File: config.mk
export PLATFORM = sky130hd
export DESIGN_NAME = seg_scroll_sequencer_flat
export DESIGN_NICKNAME = d
export VERILOG_FILES = /design/src/rtl/seg_scroll_sequencer_if.sv /design/src/rtl/seg_scroll_sequencer.sv /design/src/flat_wrapper.sv
export SDC_FILE = /design/constraint.sdc
export NUM_CORES = 1
export LEC_CHECK = 0
export CORE_MARGIN = 4
export CORE_UTILIZATION = 53
export DETAILED_ROUTE_END_ITERATION = 12
export GPL_ROUTABILITY_DRIVEN = 0
export PLACE_DENSITY_LB_ADDON = 0.1
export SYNTH_ARGS = -nofsm -noshare
export SYNTH_HDL_FRONTEND = slang
export SYNTH_SLANG_ARGS = --single-unit
export TNS_END_PERCENT = 1
File: constraint.sdc
create_clock -name clk -period 2.65 [get_ports clk]
set_clock_uncertainty 0.15 [all_clocks]
set_input_delay 0.53 -clock clk [delete_from_list [all_inputs] [get_ports clk]]
set_output_delay 0.53 -clock clk [all_outputs]
set_load 0.02 [all_outputs]
File: src/rtl/seg_scroll_sequencer_if.sv
// Pad-side bundle of the message sequencer: button/mode controls in, segment drive and status out.
// The master side drives the controls; the sequencer attaches as the slave.
interface seg_scroll_sequencer_if;
    logic       step_btn;
    logic       auto_en;
    logic       halt;
    logic [6:0] seg_out;
    logic [3:0] letter_idx;
    logic       blank;
    logic       wrap;

    modport master (
        output step_btn, auto_en, halt,
        input  seg_out, letter_idx, blank, wrap
    );

    modport slave (
        input  step_btn, auto_en, halt,
        output seg_out, letter_idx, blank, wrap
    );
endinterface

File: src/rtl/seg_scroll_sequencer.sv
// Steps the "SEnOLGULGONUL" message one glyph at a time, by push-button or dwell timer, with a
// blank gap between glyphs. Define SEQ_DEBOUNCE_EN to insert the button debounce filter.
module seg_scroll_sequencer #(
    parameter int unsigned NUM_LETTERS     = 13,
    parameter int unsigned SHOW_CYCLES     = 8,
    parameter int unsigned GAP_CYCLES      = 2,
    parameter int unsigned DEBOUNCE_CYCLES = 4
) (
    input logic              clk,
    input logic              rst,
    seg_scroll_sequencer_if.slave bus_io
);

    localparam int unsigned DwellW  = (SHOW_CYCLES > 1) ? $clog2(SHOW_CYCLES) : 1;
    localparam int unsigned GapW    = (GAP_CYCLES > 1) ? $clog2(GAP_CYCLES) : 1;
    localparam logic [3:0]  LastIdx = 4'(NUM_LETTERS - 1);

    typedef enum logic [1:0] {StIdle, StShow, StGap} state_e;

    // Button path: synchronizer, optional filter, rising-edge detect.
    logic sync1_q, sync2_q;
    logic level, level_prev_q;
    logic step_pulse;

    always_ff @(posedge clk or posedge rst) begin
        if (rst) begin
            sync1_q      <= 1'b0;
            sync2_q      <= 1'b0;
            level_prev_q <= 1'b0;
        end else begin
            sync1_q      <= bus_io.step_btn;
            sync2_q      <= sync1_q;
            level_prev_q <= level;
        end
    end

`ifdef SEQ_DEBOUNCE_EN
    localparam int unsigned DbW = (DEBOUNCE_CYCLES > 1) ? $clog2(DEBOUNCE_CYCLES) : 1;

    logic [DbW-1:0] db_cnt_q, db_cnt_d;
    logic           db_level_q, db_level_d;

    // Counts consecutive samples that disagree with the accepted level; any agreement restarts it.
    always_comb begin
        db_level_d = db_level_q;
        db_cnt_d   = '0;
        if (sync2_q != db_level_q) begin
            if (db_cnt_q == DbW'(DEBOUNCE_CYCLES - 1)) begin
                db_level_d = sync2_q;
            end else begin
                db_cnt_d = db_cnt_q + 1'b1;
            end
        end
    end

    always_ff @(posedge clk or posedge rst) begin
        if (rst) begin
            db_cnt_q   <= '0;
            db_level_q <= 1'b0;
        end else begin
            db_cnt_q   <= db_cnt_d;
            db_level_q <= db_level_d;
        end
    end

    assign level = db_level_q;
`else
    logic unused_db;
    assign unused_db = (DEBOUNCE_CYCLES != 0);
    assign level     = sync2_q;
`endif

    assign step_pulse = level & ~level_prev_q;

    function automatic logic [6:0] glyph(input logic [3:0] i);
        case (i)
            4'd0:               return 7'b1011011;
            4'd1:               return 7'b1001111;
            4'd2, 4'd10:        return 7'b0010101;
            4'd3, 4'd9:         return 7'b1111110;
            4'd4, 4'd7, 4'd12:  return 7'b0001110;
            4'd5, 4'd8:         return 7'b1011111;
            4'd6, 4'd11:        return 7'b0111110;
            default:            return 7'b0000000;
        endcase
    endfunction

    state_e              state_q, state_d;
    logic [3:0]          idx_q, idx_d, next_idx;
    logic [DwellW-1:0]   dwell_q, dwell_d;
    logic [GapW-1:0]     gap_q, gap_d;
    logic [6:0]          seg_q, seg_d;
    logic                blank_q, blank_d;
    logic                wrap_q, wrap_d;
    logic                advance;

    assign next_idx = (idx_q == LastIdx) ? 4'd0 : idx_q + 4'd1;

    always_comb begin
        state_d = state_q;
        idx_d   = idx_q;
        dwell_d = dwell_q;
        gap_d   = gap_q;
        wrap_d  = 1'b0;
        advance = 1'b0;

        if (bus_io.halt) begin
            state_d = StIdle;
            idx_d   = 4'd0;
        end else begin
            unique case (state_q)
                StIdle: begin
                    if (step_pulse || bus_io.auto_en) begin
                        state_d = StShow;
                        idx_d   = 4'd0;
                        dwell_d = '0;
                    end
                end
                StShow: begin
                    if (bus_io.auto_en) begin
                        if (dwell_q == DwellW'(SHOW_CYCLES - 1)) begin
                            advance = 1'b1;
                        end else begin
                            dwell_d = dwell_q + 1'b1;
                        end
                    end else begin
                        advance = step_pulse;
                    end
                    if (advance) begin
                        if (GAP_CYCLES == 0) begin
                            idx_d   = next_idx;
                            dwell_d = '0;
                            wrap_d  = (next_idx == 4'd0);
                        end else begin
                            state_d = StGap;
                            gap_d   = '0;
                        end
                    end
                end
                StGap: begin
                    if (gap_q == GapW'(GAP_CYCLES - 1)) begin
                        state_d = StShow;
                        idx_d   = next_idx;
                        dwell_d = '0;
                        wrap_d  = (next_idx == 4'd0);
                    end else begin
                        gap_d = gap_q + 1'b1;
                    end
                end
                default: state_d = StIdle;
            endcase
        end

        // Outputs are registered, so they are derived from the state being entered.
        blank_d = (state_d != StShow);
        seg_d   = blank_d ? 7'b0000000 : glyph(idx_d);
    end

    always_ff @(posedge clk or posedge rst) begin
        if (rst) begin
            state_q <= StIdle;
            idx_q   <= '0;
            dwell_q <= '0;
            gap_q   <= '0;
            seg_q   <= '0;
            blank_q <= 1'b1;
            wrap_q  <= 1'b0;
        end else begin
            state_q <= state_d;
            idx_q   <= idx_d;
            dwell_q <= dwell_d;
            gap_q   <= gap_d;
            seg_q   <= seg_d;
            blank_q <= blank_d;
            wrap_q  <= wrap_d;
        end
    end

    assign bus_io.seg_out    = seg_q;
    assign bus_io.letter_idx = idx_q;
    assign bus_io.blank      = blank_q;
    assign bus_io.wrap       = wrap_q;

endmodule

File: src/flat_wrapper.sv
// flat-port wrapper written by rule: the top's interface ports become plain ports
module seg_scroll_sequencer_flat 
#(
    parameter int unsigned NUM_LETTERS     = 13,
    parameter int unsigned SHOW_CYCLES     = 8,
    parameter int unsigned GAP_CYCLES      = 2,
    parameter int unsigned DEBOUNCE_CYCLES = 4
)
  (clk, rst, bus_io_step_btn, bus_io_auto_en, bus_io_halt, bus_io_seg_out, bus_io_letter_idx, bus_io_blank, bus_io_wrap);
  seg_scroll_sequencer_if bus_io_i ();
  input logic clk;
  input logic rst;
  input wire logic [$bits(bus_io_i.step_btn)-1:0] bus_io_step_btn;
  input wire logic [$bits(bus_io_i.auto_en)-1:0] bus_io_auto_en;
  input wire logic [$bits(bus_io_i.halt)-1:0] bus_io_halt;
  output wire logic [$bits(bus_io_i.seg_out)-1:0] bus_io_seg_out;
  output wire logic [$bits(bus_io_i.letter_idx)-1:0] bus_io_letter_idx;
  output wire logic [$bits(bus_io_i.blank)-1:0] bus_io_blank;
  output wire logic [$bits(bus_io_i.wrap)-1:0] bus_io_wrap;
  assign bus_io_i.step_btn = bus_io_step_btn;
  assign bus_io_i.auto_en = bus_io_auto_en;
  assign bus_io_i.halt = bus_io_halt;
  assign bus_io_seg_out = bus_io_i.seg_out;
  assign bus_io_letter_idx = bus_io_i.letter_idx;
  assign bus_io_blank = bus_io_i.blank;
  assign bus_io_wrap = bus_io_i.wrap;
  seg_scroll_sequencer #(.NUM_LETTERS(NUM_LETTERS), .SHOW_CYCLES(SHOW_CYCLES), .GAP_CYCLES(GAP_CYCLES), .DEBOUNCE_CYCLES(DEBOUNCE_CYCLES)) u_core (.clk(clk), .rst(rst), .bus_io(bus_io_i));
endmodule
## Yosys cells after proc, flatten, opt, wreduce, memory -nomap -nowiden

Memory sizes are Yosys's and may differ from the RTL's.
Index checks and enable logic that the tools add are counted.

- Bits in registers: 22
- Bits in read-only memories: 112
- Input port bits: 5
- Output and inout bits: 13
- Memories kept: 1

- $add $sub $neg: 3
- Eq/ne operators: 10
- Multiplexer cells: 26
- Bitwise logic cells: 3
- Reductions and logical operators: 7

Memories:

| memory | words | bits a word | rd ports | clocked after memory_dff | wr ports | line | source |
|---|---|---|---|---|---|---|---|
| (no name shown) | 16 | 7 | 1 | 0 | 0 | seg_scroll_sequencer.sv:76 | `case (i)` |

Operator list:

| cell | number |
|---|---|
| $mux 4 | 4 |
| $mux 3 | 4 |
| $mux 1 | 9 |
| $pmux 3 s3 | 1 |
| $mux 2 | 4 |
| $ne 2x1->1 const B | 4 |
| $pmux 4 s2 | 1 |
| $mux 7 | 1 |
| $pmux 2 s3 | 1 |
| $reduce_and 6->1 | 1 |
| $add 4x1->4 const B | 1 |
| $eq 4x4->1 const B | 1 |
| $logic_not 4->1 | 1 |
| $ne 2x2->1 const B | 2 |
| $add 3x1->3 const B | 1 |
| $eq 3x3->1 const B | 1 |
| $reduce_and 3->1 | 1 |
| $reduce_bool 3->1 | 1 |
| $eq 2x1->1 const B | 1 |
| $eq 2x2->1 const B | 1 |
| $logic_not 2->1 | 1 |
| $not 1->1 | 2 |
| $pmux 1 s2 | 1 |
| $reduce_bool 2->1 | 1 |
| 3 further kinds | 3 |

## Depth between registers and ports, before layout

Gate-level depths: netlist of the first run.

- Depth after elaboration: 10
- Depth in mapped cells: 10

## Worst setup path before layout of the first run

Ideal clock, no wire load.

- Kind: flip-flop to flip-flop
- Start point: register u_core.state_q[1]
- End point: register u_core.seg_q[4] (netlist: u_core.bus_io.seg_out[4])
- Data arrival time: 2.115 ns
- Required time: 2.406 ns
- Path slack: 0.291 ns
- Cell stages (with the launch flop): 10
- Path buffers: 0
- Path through: dfrtp_1 inv_1 ha_1 nand2b_1 o221ai_2 a22oi_1 or2_2 ha_1 a21oi_1 a211oi_1

- Cells in the longest elaborated chain, start to end: 5
- Elaborated cells on any way between the ends: 13
- Classes of those cells: eq/ne (3); mux (8); reduce/logical (1); memory (1)

RTL lines:

| element | line | source |
|---|---|---|
| from (decl) | seg_scroll_sequencer.sv:88 | `state_e state_q, state_d;` |
| from (signal assigned) | seg_scroll_sequencer.sv:161 | `state_q <= StIdle;` |
| from (signal assigned) | seg_scroll_sequencer.sv:169 | `state_q <= state_d;` |
| $eq 2x2->1, or another cell as far along | seg_scroll_sequencer.sv:111 | `unique case (state_q)` |
| $pmux 4 s2 / $pmux 2 s3 (equally long branches) | seg_scroll_sequencer.sv:111 |  |
| $mux 4 / $mux 2 (equally long branches) | seg_scroll_sequencer.sv:107 | `if (bus_io.halt) begin` |
| $mem_v2 16x7 / $ne 2x1->1 (equally long branches) | - |  |
| $mux 7 * | seg_scroll_sequencer.sv:156 | `seg_d = blank_d ? 7'b0000000 : glyph(idx_d);` |
| named net u_core.seg_d[4] | seg_scroll_sequencer.sv:92 | `logic [6:0] seg_q, seg_d;` |
| to (signal assigned) | seg_scroll_sequencer.sv:173 | `seg_q <= seg_d;` |
| to (decl) | seg_scroll_sequencer.sv:92 |  |

Mark *: on every way through the listed nets, which the timed path passes. The rest lies on a longest branch.
A chain may end at the register's enable or synchronous reset.

## Final worst setup path of the first run

- Start point: register u_core.state_q[1]
- End point: register u_core.seg_q[5] (netlist: u_core.bus_io.seg_out[5])

- Cells in the longest elaborated chain, start to end: 5
- Elaborated cells on any way between the ends: 13
- Classes of those cells: eq/ne (3); mux (8); reduce/logical (1); memory (1)

RTL lines:

| element | line | source |
|---|---|---|
| $eq 2x2->1 / $logic_not 2->1 (equally long branches) | seg_scroll_sequencer.sv:111 |  |
| $pmux 4 s2 * | seg_scroll_sequencer.sv:111 |  |
| $mux 4 * | seg_scroll_sequencer.sv:107 |  |
| named net u_core.idx_d[1] | seg_scroll_sequencer.sv:89 | `logic [3:0] idx_q, idx_d, next_idx;` |
| $mem_v2 16x7 * | - |  |
| $mux 7 * | seg_scroll_sequencer.sv:156 |  |
| named net u_core.seg_d[5] | seg_scroll_sequencer.sv:92 |  |

Marked as above.

==> impl_metrics.yaml, run 1 <==
timing:
  timing.final.ws_setup_ps: 218
  tightest_slew_ps: 826
  slew_headroom_pct: 44.9
  rsz0062_at_grt: "false"
  min_period_ps: 2430
  setup_viol: 0
  drv_slew: 0
  fmax_mhz: 411
  final_hold_viol_count: 0
  min_period_over_period_pct: 91.8
grt:
  grt_pass1_vias: 1037
  overflow: 0
  grt_max_degree: 22
  grt_use_total_pct: 17.4
  grt_antenna_before_repair: 0
  grt_pass1_wl_um: 4540
die:
  rows: 17
  coreArea_um2: 2250
  dieHeight_um: 57.1
  io_pins: 18
  initial_core_util_pct: 56.7
  die_area_um2: 3260
  die_w_um: 57.1
power_and_ir_drop:
  p_int_mw: 0.480
  pwr-share-comb_pct: 23.7
  power_frac_seq_pct: 52.6
  leakage_nw: 0.752
  vdd_drop_max_mv: 0.359
  power_frac_clock_pct: 23.7
  power_density_nw_per_um2: 439
  power_mw: 0.691
  power.share.switching_pct: 30.5
  switching_power_mw: 0.210
logic_synthesis:
  syn-cell-area_um2: 1280
  yosys_warnings: 0
  yosysSeqAreaShare_pct: 41.2
  ys_async_sr_fraction_pct: 100
  syn_avg_cell_area_um2: 10.5
  synth-edff-count: 0
  synth_cells: 122
  yosysUniqueCellTypes: 40
  ys_seq_elements: 21
  synthFlopType: "dfrtp_1"
  synth_nets: 141
worst_setup_path:
  path_max_fanout: 4
  rr_worst_depth: 10
  reg2reg_slack_ps: 220
  endpoint_kind: "register"
  critical_path_class: "register to register"
  arrival_ps: 2500
  timing.rr.end: "u_core.bus_io.seg_out[5]$_DFF_PP0_"
  timing.rr.start: "u_core.state_q[1]$_DFF_PP0_"
  critPathRequiredTime_ps: 2720
  start_kind: "register"
hold_path:
  hold_class: "register to register"
  min_from: "u_core.sync1_q$_DFF_PP0_"
  min_to: "u_core.level$_DFF_PP0_"
  worstHoldPathCells: 0
layout:
  regArea_um2: 527
  n_antenna_cell: 0
  fill_cells: 180
  area_growth_syn_to_layout_pct: 23.1
  drive_gt1_share_pct: 20.0
  nNetsFinal: 170
  multi_input_area_um2: 696
place:
  dp_hpwl_um: 2110
  pre_cts_slack_ps: -7.43
  portBuffers: 17
clocking:
  cts_inserted_buffers: 3
  cts_tree: "built"
  clk_path_buf_depth: 2
  clkTransAtPathRegs_ps: 130
  htreeDepth: 1
  cts.sinks: 21
  post-cts-setup-buffers: 0
  root_buffer: "clkbuf_4"
  clock_latency_ps: 310
drt:
  viasPerCell: 5.70
  dr.pass1.iters: 4
  routed_wl_um: 2710
  postRouteAntennaNets: 0
  vias: 1014
  drt-initial-drc-count: 15
  wl_per_cell_um: 15.2
  drc: 0
outcome:
  status: "completed"
flow_run:
  cap_violations: 0
==> power groups by stage <==
stage	registers, mW	clock network, mW	logic [mW]
after floorplan	0.383	0	0.0843
after global placement	0.369	0	0.159
after detailed placement	0.370	0	0.164
after CTS	0.364	0.169	0.163
after global routing	0.368	0.182	0.177
final	0.364	0.164	0.164
==> final cells by class <==
class                   count  area share, %
clock inverters             1          0.477
inverters                  13           3.10
multi-input cells          86           44.2
well taps                  28           2.23
clock buffers               3           1.43
repair buffers             26           15.1
flip-flops and latches     21           33.5
==> critical path: stages (launching register included) <==
cell      delay, ps
dfrtp_1         450
inv_1           130
ha_2            230
nand2b_1         90
o221ai_2        220
a22oi_1         140
or2_2           350
inv_1           120
ha_1            150
mux2i_1          60
a211oi_1        250
==> layout by cell type, fill, tap and decap left out, types with 3 or more instances in the layout <==
cell             instances
dfrtp_1                 20
clkdlybuf4s50_1         17
inv_1                   13
ha_1                    13
nand2_1                 10
buf_4                    9
nor2_1                   5
o21ai_0                  5
nand2b_1                 4
a21oi_1                  4
nor3_1                   4
a211oi_1                 4
or2_2                    3
nand3_1                  3
a31oi_1                  3
clkbuf_4                 3
==> kinds of logic (layout without fill, tap and decap cells) <==
kind of cell	after synthesis	in the layout	synth area share [%]
flops	21	21	41.2
buf+inv	15	43	4.70
simple gates	42	42	18.3
mux	3	3	2.54
fa+ha+maj	14	14	13.7
compound gates	27	27	19.6
==> flip-flops by register name, indices dropped and copies added (netlist names) <==
register	count
u_core.sync1_q	1
u_core.level_prev_q	1
u_core.level	1
u_core.bus_io.wrap	1
u_core.gap_q	1
u_core.bus_io.letter_idx	4
u_core.state_q	2
u_core.dwell_q	3
u_core.bus_io.seg_out	6
u_core.bus_io.blank	1
==> worst max path at each step <==
stage | startpoint | endpoint | slack (ps)
floorplan | u_core.state_q[1]$_DFF_PP0_ | u_core.bus_io.seg_out[4]$_DFF_PP0_ | 290
global placement | bus_io_auto_en | u_core.bus_io.seg_out[4]$_DFF_PP0_ | 40
detailed placement | bus_io_auto_en | u_core.bus_io.seg_out[5]$_DFF_PP0_ | -7
CTS | u_core.state_q[0]$_DFF_PP0_ | u_core.bus_io.seg_out[5]$_DFF_PP0_ | 170
global route | u_core.state_q[1]$_DFF_PP0_ | u_core.bus_io.seg_out[5]$_DFF_PP0_ | 0.9
finish | u_core.state_q[1]$_DFF_PP0_ | u_core.bus_io.seg_out[5]$_DFF_PP0_ | 220
==> cell usage after synthesis (2+ instances only) <==
| master | count | share of area [%] |
|---|---|---|
| dfrtp_1 | 20 | 39 |
| ha_1 | 14 | 14 |
| inv_1 | 13 | 3.8 |
| nand2_1 | 10 | 2.9 |
| nor2_1 | 5 | 1.5 |
| o21ai_0 | 5 | 2.0 |
| a211oi_1 | 4 | 2.3 |
| a21oi_1 | 4 | 1.6 |
| nand2b_1 | 4 | 2.0 |
| nor3_1 | 4 | 1.6 |
| a31oi_1 | 3 | 1.5 |
| nand3_1 | 3 | 1.2 |
| or2_2 | 3 | 1.5 |
| and3_1 | 2 | 0.98 |
| mux2_2 | 2 | 1.8 |
| or3_1 | 2 | 0.98 |
==> through the flow <==
stage	std cells	utilization [%]	TNS, ps	cell area [um2]	hold slack, ps
after floorplan	122	-	0	1280	181
after global placement	174	68.3	0	1540	186
after detailed placement	174	68.3	-7.43	1540	200
after CTS	178	69.6	0	1570	229
after global routing	178	69.8	0	1570	244
final	178	69.8	0	1570	227
==> metal layers <==
| metal | GRT usage, % | up-vias | routed length, um |
|---|---|---|---|
| met1 | 21.3 | 475 | 1140 |
| met2 | 29.9 | 31 | 1370 |
| met5 | 0 | - | 0 |
| met4 | 7.62 | 0 | 104 |
| met3 | 3.17 | 17 | 101 |
| li1 | - | 491 | - |
==> timing repair <==
action,in CTS,in global routing
hold buffers,0,0
endpoints found under the setup margin,0,1
resized for setup,0,2
Power figures use the tool's default switching activity.
==> inputs of run 2 (changes only) <==
--- a/config.mk
+++ b/config.mk
@@ -7,6 +7,7 @@
 export LEC_CHECK = 0
 export CORE_MARGIN = 4
 export CORE_UTILIZATION = 53
+export CTS_CLUSTER_DIAMETER = 30
 export DETAILED_ROUTE_END_ITERATION = 12
 export GPL_ROUTABILITY_DRIVEN = 0
 export PLACE_DENSITY_LB_ADDON = 0.1
==> results of run 2 <==
Same layout as run 1: the final DEF is identical, and so are final timing and power.
==> inputs of run 3 (changes only) <==
--- a/config.mk
+++ b/config.mk
@@ -6,11 +6,12 @@
 export NUM_CORES = 1
 export LEC_CHECK = 0
 export CORE_MARGIN = 4
-export CORE_UTILIZATION = 53
+export CORE_UTILIZATION = 52
 export CTS_CLUSTER_DIAMETER = 30
 export DETAILED_ROUTE_END_ITERATION = 12
 export GPL_ROUTABILITY_DRIVEN = 0
 export PLACE_DENSITY_LB_ADDON = 0.1
+export SKIP_LAST_GASP = 1
 export SYNTH_ARGS = -nofsm -noshare
 export SYNTH_HDL_FRONTEND = slang
 export SYNTH_SLANG_ARGS = --single-unit
==> impl_metrics.yaml, run 3 (synthesis gave the netlist of run 1 again) <==
outcome:
  status: "completed"
grt:
  grt_max_degree: 22
  overflow: 0
  grt_antenna_before_repair: 0
  grt_pass1_wl_um: 4340
  grt_use_total_pct: 16.4
  grt_pass1_vias: 985
power_and_ir_drop:
  power_density_nw_per_um2: 441
  power_mw: 0.686
  vdd_drop_max_mv: 0.435
  leakage_nw: 0.743
clocking:
  cts_tree: "built"
  cts.sinks: 21
  htreeDepth: 1
  hold_buffers: 0
  root_buffer: "clkbuf_4"
  clkTransAtPathRegs_ps: 130
  clk_path_buf_depth: 2
  clock_latency_ps: 310
  cts_inserted_buffers: 3
  cts_resized: 0
  post-cts-setup-buffers: 0
hold_path:
  hold_class: "register to register"
  min_from: "u_core.sync1_q$_DFF_PP0_"
  min_to: "u_core.level$_DFF_PP0_"
  worstHoldPathCells: 0
worst_setup_path:
  cpLargestDelayFamily: "simple AND/OR/NAND/NOR gates"
  critPathRequiredTime_ps: 2720
  timing.rr.start: "u_core.state_q[0]$_DFF_PP0_"
  path_max_fanout: 7
  cpPeakStageDelay_ps: 430
  crit_slowest_cell: "dfrtp_1"
  rr_worst_depth: 9
  endpoint_kind: "register"
  start_kind: "register"
  timing.rr.end: "u_core.bus_io.seg_out[5]$_DFF_PP0_"
  path_cells: "inv_1 -> ha_1 -> and2_1 -> a22oi_1 -> or2_2 -> inv_1 -> ha_1 -> mux2i_1 -> a211oi_1"
  arrival_ps: 2490
  reg2reg_slack_ps: 220
  critical_path_class: "register to register"
  cp_num_buf_inv: 2
die:
  io_pins: 18
  dieHeight_um: 57.6
  coreArea_um2: 2280
  die_area_um2: 3320
  initial_core_util_pct: 56.2
  die_w_um: 57.6
  rows: 17
place:
  portBuffers: 17
  dp_hpwl_um: 1970
  dp.cells: 172
  placed_area_um2: 1530
  pre_cts_slack_ps: 31.7
drt:
  drt-initial-drc-count: 30
  vias: 975
  dr.pass1.iters: 4
  viasPerCell: 5.54
  wl_per_cell_um: 14.5
  drc: 0
  routed_wl_um: 2550
  postRouteAntennaNets: 0
layout:
  drive_gt1_share_pct: 17.6
  fill_cells: 169
  area_growth_syn_to_layout_pct: 21.6
  largest_reg_flops: 6
  nNetsFinal: 168
  mostFrequentLayoutCells: "dfrtp_1 (20), clkdlybuf4s50_1 (17), ha_1 (14), inv_1 (13), nand2_1 (10)"
  design_area_um2: 1560
  layout.cells.non_filler: 176
  layout_commonest_cell: "dfrtp_1"
  n_antenna_cell: 0
timing:
  fmax_mhz: 412
  min_period_over_period_pct: 91.5
  min_period_ps: 2430
  slew_headroom_pct: 48.5
  setup_tns_ps: 0
  timing.final.ws_setup_ps: 224
  final_hold_viol_count: 0
  rsz0062_at_grt: "false"
  tightest_slew_ps: 771
  drv_slew: 0
  setup_viol: 0
flow_run:
  cap_violations: 0
==> run 3: metrics by stage <==
| stage | hold WS [ps] | utilization, % |
|---|---|---|
| 6_report | 233 | 68.3 |
| 5_1_grt | 237 | 68.3 |
| 4_1_cts | 233 | 68.3 |
| 3_5_place_dp | 203 | 67.0 |
| 3_3_place_gp | 185 | 67.0 |
| 2_1_floorplan | 181 | - |
==> run 3: final cells by class <==
type	count	area, um2	share of cell area (%)
multi-input combinational	86	692	44.5
sequential	21	527	33.9
timing repair buffer	24	223	14.3
inverter	13	48.8	3.14
tap	28	35.0	2.25
clock buffer	3	22.5	1.45
clock inverter	1	7.51	0.483
==> run 3: worst register-to-register path, cell delays in order (launching register included) <==
cell      delay (ps)
dfrtp_1          430
inv_1            100
ha_1             270
and2_1           320
a22oi_1          150
or2_2            340
inv_1            130
ha_1             170
mux2i_1           70
a211oi_1         220
==> run 3: how the worst max path moves through the flow <==
stage / from / end / slack, ps / depth (start not counted)
after global placement: bus_io_auto_en / u_core.bus_io.seg_out[5]$_DFF_PP0_ / 90 / 9
after detailed placement: bus_io_auto_en / u_core.bus_io.seg_out[5]$_DFF_PP0_ / 30 / 9
after floorplan: u_core.state_q[1]$_DFF_PP0_ / u_core.bus_io.seg_out[4]$_DFF_PP0_ / 290 / 9
after global routing: u_core.state_q[0]$_DFF_PP0_ / u_core.bus_io.seg_out[5]$_DFF_PP0_ / 70 / 9
final: u_core.state_q[0]$_DFF_PP0_ / u_core.bus_io.seg_out[5]$_DFF_PP0_ / 220 / 9
after CTS: u_core.state_q[0]$_DFF_PP0_ / u_core.bus_io.seg_out[5]$_DFF_PP0_ / 210 / 9
==> run 3: power breakdown <==
group	internal, mW	total (mW)	switching (mW)
clock	0.0575	0.159	0.101
combinational	0.0745	0.165	0.0905
sequential	0.348	0.362	0.0144
==> run 3: routing by layer <==
| metal | vias up | part of all wire (%) | track usage (%) |
|---|---|---|---|
| li1 | 486 | - | - |
| met1 | 464 | 46 | 21.2 |
| met2 | 23 | 49 | 28.2 |
| met3 | 2 | 5.0 | 3.62 |
| met4 | 0 | 0.31 | 2.98 |
| met5 | - | 0 | 0 |
